$ cat src/rtl/fpu_uart_pkg.sv
// ---------------------------------------------------------------------------
// fpu_uart_pkg
//
// Purpose : Definitions shared by the FPU UART receiver and the FPU result
//           transmitter: the framing state encoding, the number of data bits
//           per UART character, the default bit period and a parity helper.
//
// Contents:
//   UART_DATA_BITS        data bits per character (8)
//   DEFAULT_CLKS_PER_BIT  default clocks per bit (348)
//   uart_state_e          IDLE, START, DATA, PARITY, STOP, DONE
//   even_parity()         even parity bit of one character
// ---------------------------------------------------------------------------
package fpu_uart_pkg;

   localparam int UART_DATA_BITS       = 8;
   localparam int DEFAULT_CLKS_PER_BIT = 348;

   // Encoding is fixed so the receiver and the transmitter agree on it
   // when the state is observed on the logic analyser.
   typedef enum logic [2:0] {
      IDLE   = 3'd0,
      START  = 3'd1,
      DATA   = 3'd2,
      PARITY = 3'd3,
      STOP   = 3'd4,
      DONE   = 3'd5
   } uart_state_e;

   // Even parity: the parity bit makes the total count of ones even,
   // which is simply the XOR of the data bits.
   function automatic logic even_parity(input logic [UART_DATA_BITS-1:0] char_bits);
      return ^char_bits;
   endfunction

endpackage

$ cat src/rtl/uart_baud_tick.sv
// ---------------------------------------------------------------------------
// uart_baud_tick
//
// Purpose : Loadable down-counter that marks the last clock of every UART bit
//           period. Loaded with the period on frame acceptance, then reloads
//           itself each time it ticks so consecutive bits follow without gaps.
//
// Ports:
//   clk       in   system clock
//   rst_l     in   synchronous active-low reset (counter cleared)
//   load_i    in   restart the count from period_i (no tick this cycle)
//   period_i  in   bit period in clocks, must be >= 1
//   en_i      in   count enable (high while a frame is on the line)
//   tick_o    out  high on the last clock of the current bit period
// ---------------------------------------------------------------------------
module uart_baud_tick #(
   parameter int CPB_W = 16
) (
   input  logic             clk,
   input  logic             rst_l,
   input  logic             load_i,
   input  logic [CPB_W-1:0] period_i,
   input  logic             en_i,
   output logic             tick_o
);

   logic [CPB_W-1:0] count_reg;
   logic [CPB_W-1:0] count_next;

   // The count runs period-1 down to 0, so a bit lasts exactly period clocks.
   assign tick_o = en_i && !load_i && (count_reg == '0);

   always_comb begin
      count_next = count_reg;
      if (load_i || tick_o) begin
         count_next = period_i - CPB_W'(1);
      end else if (en_i) begin
         count_next = count_reg - CPB_W'(1);
      end
   end

   always_ff @(posedge clk) begin
      if (!rst_l) begin
         count_reg <= '0;
      end else begin
         count_reg <= count_next;
      end
   end

endmodule

$ cat src/rtl/fpu_result_uart_tx.sv
// ---------------------------------------------------------------------------
// fpu_result_uart_tx
//
// Purpose : UART transmitter that returns a Bfloat16 FPU result to the host.
//           The result word is sent as DATA_W/8 characters, most-significant
//           byte first, each character framed as start bit, 8 data bits LSB
//           first, stop bit. Characters of one word follow with no idle gap.
//
// Build option:
//   FPU_UART_TX_PARITY_EN  when defined, an even-parity bit is inserted
//                          between the data bits and the stop bit (8E1).
//
// Parameters:
//   DATA_W  result width, a multiple of 8
//   CPB_W   width of the runtime clocks-per-bit input
//
// Ports:
//   clk           in   system clock
//   rst_l         in   synchronous active-low reset, aborts any frame
//   CLKS_PER_BIT  in   clocks per bit, latched on acceptance (0 acts as 1)
//   tx_data_i     in   result word, latched on acceptance
//   tx_valid_i    in   tx_data_i valid; held by the producer until ready
//   tx_ready_o    out  high in IDLE only (and never during reset)
//   tx_serial_o   out  registered UART line, idle high
//   tx_active_o   out  high from the first start bit to the last stop bit
//   tx_done_o     out  one-clock pulse once the final stop bit has ended
// ---------------------------------------------------------------------------
module fpu_result_uart_tx
   import fpu_uart_pkg::*;
#(
   parameter int DATA_W = 16,
   parameter int CPB_W  = 16
) (
   input  logic              clk,
   input  logic              rst_l,
   input  logic [CPB_W-1:0]  CLKS_PER_BIT,
   input  logic [DATA_W-1:0] tx_data_i,
   input  logic              tx_valid_i,
   output logic              tx_ready_o,
   output logic              tx_serial_o,
   output logic              tx_active_o,
   output logic              tx_done_o
);

   localparam int N_BYTES    = DATA_W / UART_DATA_BITS;
   localparam int BYTE_IDX_W = (N_BYTES > 1) ? $clog2(N_BYTES) : 1;
   localparam logic [BYTE_IDX_W-1:0] LAST_BYTE = BYTE_IDX_W'(N_BYTES - 1);
   localparam logic [2:0]            LAST_BIT  = 3'(UART_DATA_BITS - 1);

   // ------------------------------------------------------------------
   // State and datapath registers
   // ------------------------------------------------------------------
   uart_state_e             state_reg,    state_next;
   logic [DATA_W-1:0]       data_reg,     data_next;
   logic [CPB_W-1:0]        cpb_reg,      cpb_next;
   logic [2:0]              bit_idx_reg,  bit_idx_next;
   logic [BYTE_IDX_W-1:0]   byte_idx_reg, byte_idx_next;
   logic                    serial_reg,   serial_next;

   logic                    accept;
   logic                    line_busy;
   logic                    bit_tick;
   logic [CPB_W-1:0]        cpb_in_eff;
   logic [CPB_W-1:0]        baud_period;
   logic [UART_DATA_BITS-1:0] cur_byte;

   // ------------------------------------------------------------------
   // Byte lanes of the latched word, lane 0 = most-significant byte, so
   // the byte counter walks the word in transmission order.
   // ------------------------------------------------------------------
   logic [UART_DATA_BITS-1:0] byte_lane [N_BYTES];

   generate
      for (genvar gi = 0; gi < N_BYTES; gi++) begin : g_lane
         assign byte_lane[gi] = data_reg[DATA_W-1-UART_DATA_BITS*gi -: UART_DATA_BITS];
      end
   endgenerate

   assign cur_byte = byte_lane[byte_idx_reg];

   // ------------------------------------------------------------------
   // Handshake and bit timing
   // ------------------------------------------------------------------
   assign tx_ready_o = rst_l && (state_reg == IDLE);
   assign accept     = tx_valid_i && tx_ready_o;

   // A zero rate would stall the counter forever; run it as one clock/bit.
   assign cpb_in_eff = (CLKS_PER_BIT == '0) ? CPB_W'(1) : CLKS_PER_BIT;

   // On the acceptance edge cpb_reg still holds the previous frame's rate,
   // so the counter is loaded straight from the input that is being latched.
   assign baud_period = accept ? cpb_in_eff : cpb_reg;

   always_comb begin
      line_busy = 1'b0;
      case (state_reg)
         START, DATA, PARITY, STOP: line_busy = 1'b1;
         default:                   line_busy = 1'b0;
      endcase
   end

   uart_baud_tick #(
      .CPB_W (CPB_W)
   ) u_baud_tick (
      .clk      (clk),
      .rst_l    (rst_l),
      .load_i   (accept),
      .period_i (baud_period),
      .en_i     (line_busy),
      .tick_o   (bit_tick)
   );

   // ------------------------------------------------------------------
   // Frame sequencer. serial_next is the line level for the state being
   // entered, so the registered line lines up with the state register.
   // ------------------------------------------------------------------
   always_comb begin
      state_next    = state_reg;
      data_next     = data_reg;
      cpb_next      = cpb_reg;
      bit_idx_next  = bit_idx_reg;
      byte_idx_next = byte_idx_reg;
      serial_next   = serial_reg;

      case (state_reg)
         IDLE: begin
            serial_next = 1'b1;
            if (accept) begin
               data_next     = tx_data_i;
               cpb_next      = cpb_in_eff;
               bit_idx_next  = '0;
               byte_idx_next = '0;
               state_next    = START;
               serial_next   = 1'b0;
            end
         end

         START: begin
            if (bit_tick) begin
               state_next  = DATA;
               serial_next = cur_byte[0];
            end
         end

         DATA: begin
            if (bit_tick) begin
               if (bit_idx_reg == LAST_BIT) begin
                  bit_idx_next = '0;
`ifdef FPU_UART_TX_PARITY_EN
                  state_next   = PARITY;
                  serial_next  = even_parity(cur_byte);
`else
                  state_next   = STOP;
                  serial_next  = 1'b1;
`endif
               end else begin
                  bit_idx_next = bit_idx_reg + 3'd1;
                  serial_next  = cur_byte[bit_idx_reg + 3'd1];
               end
            end
         end

`ifdef FPU_UART_TX_PARITY_EN
         PARITY: begin
            if (bit_tick) begin
               state_next  = STOP;
               serial_next = 1'b1;
            end
         end
`endif

         STOP: begin
            if (bit_tick) begin
               if (byte_idx_reg == LAST_BYTE) begin
                  byte_idx_next = '0;
                  state_next    = DONE;
                  serial_next   = 1'b1;
               end else begin
                  // Next character starts straight away: no idle gap
                  // between the bytes of one word.
                  byte_idx_next = byte_idx_reg + BYTE_IDX_W'(1);
                  state_next    = START;
                  serial_next   = 1'b0;
               end
            end
         end

         DONE: begin
            state_next  = IDLE;
            serial_next = 1'b1;
         end

         default: begin
            state_next  = IDLE;
            serial_next = 1'b1;
         end
      endcase
   end

   always_ff @(posedge clk) begin
      if (!rst_l) begin
         state_reg    <= IDLE;
         data_reg     <= '0;
         cpb_reg      <= CPB_W'(1);
         bit_idx_reg  <= '0;
         byte_idx_reg <= '0;
         serial_reg   <= 1'b1;
      end else begin
         state_reg    <= state_next;
         data_reg     <= data_next;
         cpb_reg      <= cpb_next;
         bit_idx_reg  <= bit_idx_next;
         byte_idx_reg <= byte_idx_next;
         serial_reg   <= serial_next;
      end
   end

   // ------------------------------------------------------------------
   // Outputs
   // ------------------------------------------------------------------
   assign tx_serial_o = serial_reg;
   assign tx_active_o = line_busy;
   assign tx_done_o   = (state_reg == DONE);

endmodule

$ cat config.mk
export PLATFORM = sky130hd
export DESIGN_NAME = fpu_result_uart_tx
export DESIGN_NICKNAME = d
export VERILOG_FILES = /design/src/rtl/fpu_uart_pkg.sv /design/src/rtl/uart_baud_tick.sv /design/src/rtl/fpu_result_uart_tx.sv
export SDC_FILE = /design/constraint.sdc
export NUM_CORES = 1
export LEC_CHECK = 0
export BUFFER_PORTS_ARGS = -buffer_cell sky130_fd_sc_hd__buf_2
export CAP_MARGIN = 25
export CELL_PAD_IN_SITES_DETAIL_PLACEMENT = 1
export CELL_PAD_IN_SITES_GLOBAL_PLACEMENT = 1
export CORE_MARGIN = 5
export CORE_UTILIZATION = 29
export CTS_CLUSTER_SIZE = 28
export DETAILED_ROUTE_END_ITERATION = 12
export MAX_ROUTING_LAYER = met4
export PLACE_DENSITY_LB_ADDON = 0.3
export SYNTH_ARGS = -nofsm -noshare
export SYNTH_HDL_FRONTEND = slang
export SYNTH_HIERARCHICAL = 1
export SYNTH_SLANG_ARGS = --single-unit
$ cat constraint.sdc
create_clock -name clk -period 3.55 [get_ports clk]
set_input_delay 0.355 -clock clk [delete_from_list [all_inputs] [get_ports clk]]
set_output_delay 0.355 -clock clk [all_outputs]
set_load 0.03 [all_outputs]
==> reports/results.tsv <==
metric	value	unit
vias	3502	
setup_violations	0	
worstPathArrival	3.35	ns
final_cell_mix	nand2_1 (56), dfxtp_1 (56), buf_2 (38)	
endpoint_kind	register	
drc	0	
drt-pass1-iter-count	4	
yosysSeqAreaShare	0.310	
setup_tns	0	ns
fin_hold_ws	0.250	ns
die_height	122	um
finalHoldViolCount	0	
synth_ff_type	dfxtp_1	
syn_area	3620	um2
period_needed	3.16	ns
hpwlAfterDp	8.10	mm
port_buffers	38	
outcome	finished clean	
max_cap_viol_count	0	
insertion_delay	0.30	ns
grt_pass1_vias	3510	
grt_first_pass_wirelength	18.3	mm
layout.cells.non_filler	637	
path_clk_slew	0.08	ns
wl_per_cell	17.4	um
fmax	317	MHz
total_power	0.00312	W
num_rows	40	
grt_usage	0.156	
cts_hold_buf	0	
maxSlewViolCount	0	
synthDistinctLibCells	75	
r2r_cells	12	
antenna_cells	0	
synth_warnings	6	
rsz0062_at_grt	no	
synthesis.nets	475	
netlist_instances	437	
power.density	755	nW/um2
antenna_found_initial	0	
start_util	0.299	
ir_worst_vdd	0.286	mV
synth_edf_count	0	
cts_tree	done	
clkSinkCount	56	
hold_depth	3	
skew	0.00586	ns
worstSetupPathType	register to register	
drive_above_1_share	0.200	
place.gp.congestion	0.847	
post_cts_buffers	0	
required	3.74	ns
routed_via_density	5.50	
hold_path.class	input port to register	
slew_headroom	0.485	
die_area	14800	um2
critPathMaxFanout	9	
synth_area_per_cell	8.28	um2
cts_resized	0	
worst_pin_slew	0.769	ns
drt_first_iter_violations	181	
core_area	12100	um2
ios	39	
async_reset_ff_frac	0	
p_leak	1.57	nW
final_nets	506	
overflow	0	
chipWidth	122	um
grt_max_degree	65	
ys_ff_latch	56	
cts_buffers	5	
area_growth	14.1	%
root_buffer	clkbuf_16	
clock_path_buffers	2	
wirelength	11.1	mm
final_antenna_net_count	0	
cp-start-kind	register	
dp_cells	629	
htree_levels	2	
final.period_utilization	0.889	
==> power by group <==
group,leakage [nW],internal (W),switching [W]
combinational,1.03,0.000658,0.00101
clock,0.0808,0.000333,0.000239
sequential,0.458,0.000751,0.000128
total,1.57,0.00174,0.00137
==> layout make-up <==
class | count | area (um2)
Clock buffer | 6 | 129
Clock inverter | 2 | 35.0
Fill cell | 1495 | 7980
Inverter | 13 | 48.8
Multi-Input combinational cell | 335 | 2250
Sequential cell | 56 | 1120
Tap cell | 168 | 210
Timing Repair Buffer | 57 | 333
==> synth_stat cells (3+ instances only) <==
master	number	area, um2
dfxtp_1	56	1120
nand2_1	56	210
o21ai_0	30	150
nor2_1	22	82.6
nor2b_1	18	113
clkbuf_1	15	56.3
a21oi_1	14	70.1
nand3_1	13	65.1
inv_1	12	45.0
mux2_2	12	135
nor4_1	12	75.1
a22o_1	11	96.3
a32oi_1	11	96.3
mux2i_1	11	110
nor3_1	11	55.1
and2_1	8	50.1
a31oi_1	7	43.8
buf_2	7	35.0
and3_1	6	37.5
buf_6	6	67.6
nand4_1	6	37.5
nor3b_1	5	37.5
a21boi_0	4	30.0
o31ai_1	4	30.0
a211oi_1	3	22.5
buf_4	3	22.5
ha_1	3	37.5
mux4_1	3	78.8
nand3b_1	3	22.5
o221ai_1	3	26.3
o22ai_1	3	18.8
or3_1	3	18.8
xnor2_1	3	26.3
==> cells by family after synthesis <==
group / synth area share
AO/OA/AOI/OAI: 0.248
XOR/XNOR: 0.00726
adder cells (fa/ha/maj): 0.0104
buffers and inverters: 0.0702
flip-flops: 0.310
multiplexers: 0.0895
AND/OR/NAND/NOR: 0.265
==> stage by stage <==
| stage | worst slack (ns) | area, um2 | util |
|---|---|---|---|
| 6_report | 0.394 | 4130 | 0.341 |
| 3_5_place_dp | 0.166 | 3970 | 0.327 |
| 4_1_cts | 0.409 | 4130 | 0.341 |
| 3_3_place_gp | 0.179 | 3970 | 0.327 |
| 2_1_floorplan | 0.0294 | 3630 | - |
| 5_1_grt | 0.218 | 4130 | 0.341 |
==> path summary, 6_finish.rpt <==
| kind | slack (ns) | endpoint | start |
|---|---|---|---|
| setup / recovery | 0.39 | u_baud_tick/count_reg[10]$_SDFFE_PN0P_ | state_reg[1]$_SDFFE_PN0P_ |
| hold / removal | 0.25 | byte_lane[7]$_SDFFE_PN0P_ | tx_data_i[7] |
| setup reg to reg | 0.39 | u_baud_tick/count_reg[10]$_SDFFE_PN0P_ | state_reg[1]$_SDFFE_PN0P_ |
| hold reg to reg | 0.46 | byte_lane[15]$_SDFFE_PN0P_ | byte_lane[15]$_SDFFE_PN0P_ |
==> per-layer routing <==
layer,part of all wire,GRT usage,up-vias
met4,0.0074,0.0350,0
li1,-,-,1701
met3,0.025,0.0162,6
met1,0.49,0.213,1737
met5,0,-,-
met2,0.48,0.251,58
==> worst max-delay path, cell delays in order, from the launching register on <==
cell and delay [ns]:
dfxtp_1 0.32, nor2_1 0.17, buf_4 0.17, xnor2_2 0.13, nor4b_2 0.41, and4_1 0.29
a21o_2 0.18, mux2i_1 0.20, ha_1 0.20, o221a_2 0.35, o311ai_4 0.14, and3_4 0.21
o31a_1 0.27
Note: power is estimated with default switching activity, not from simulation.
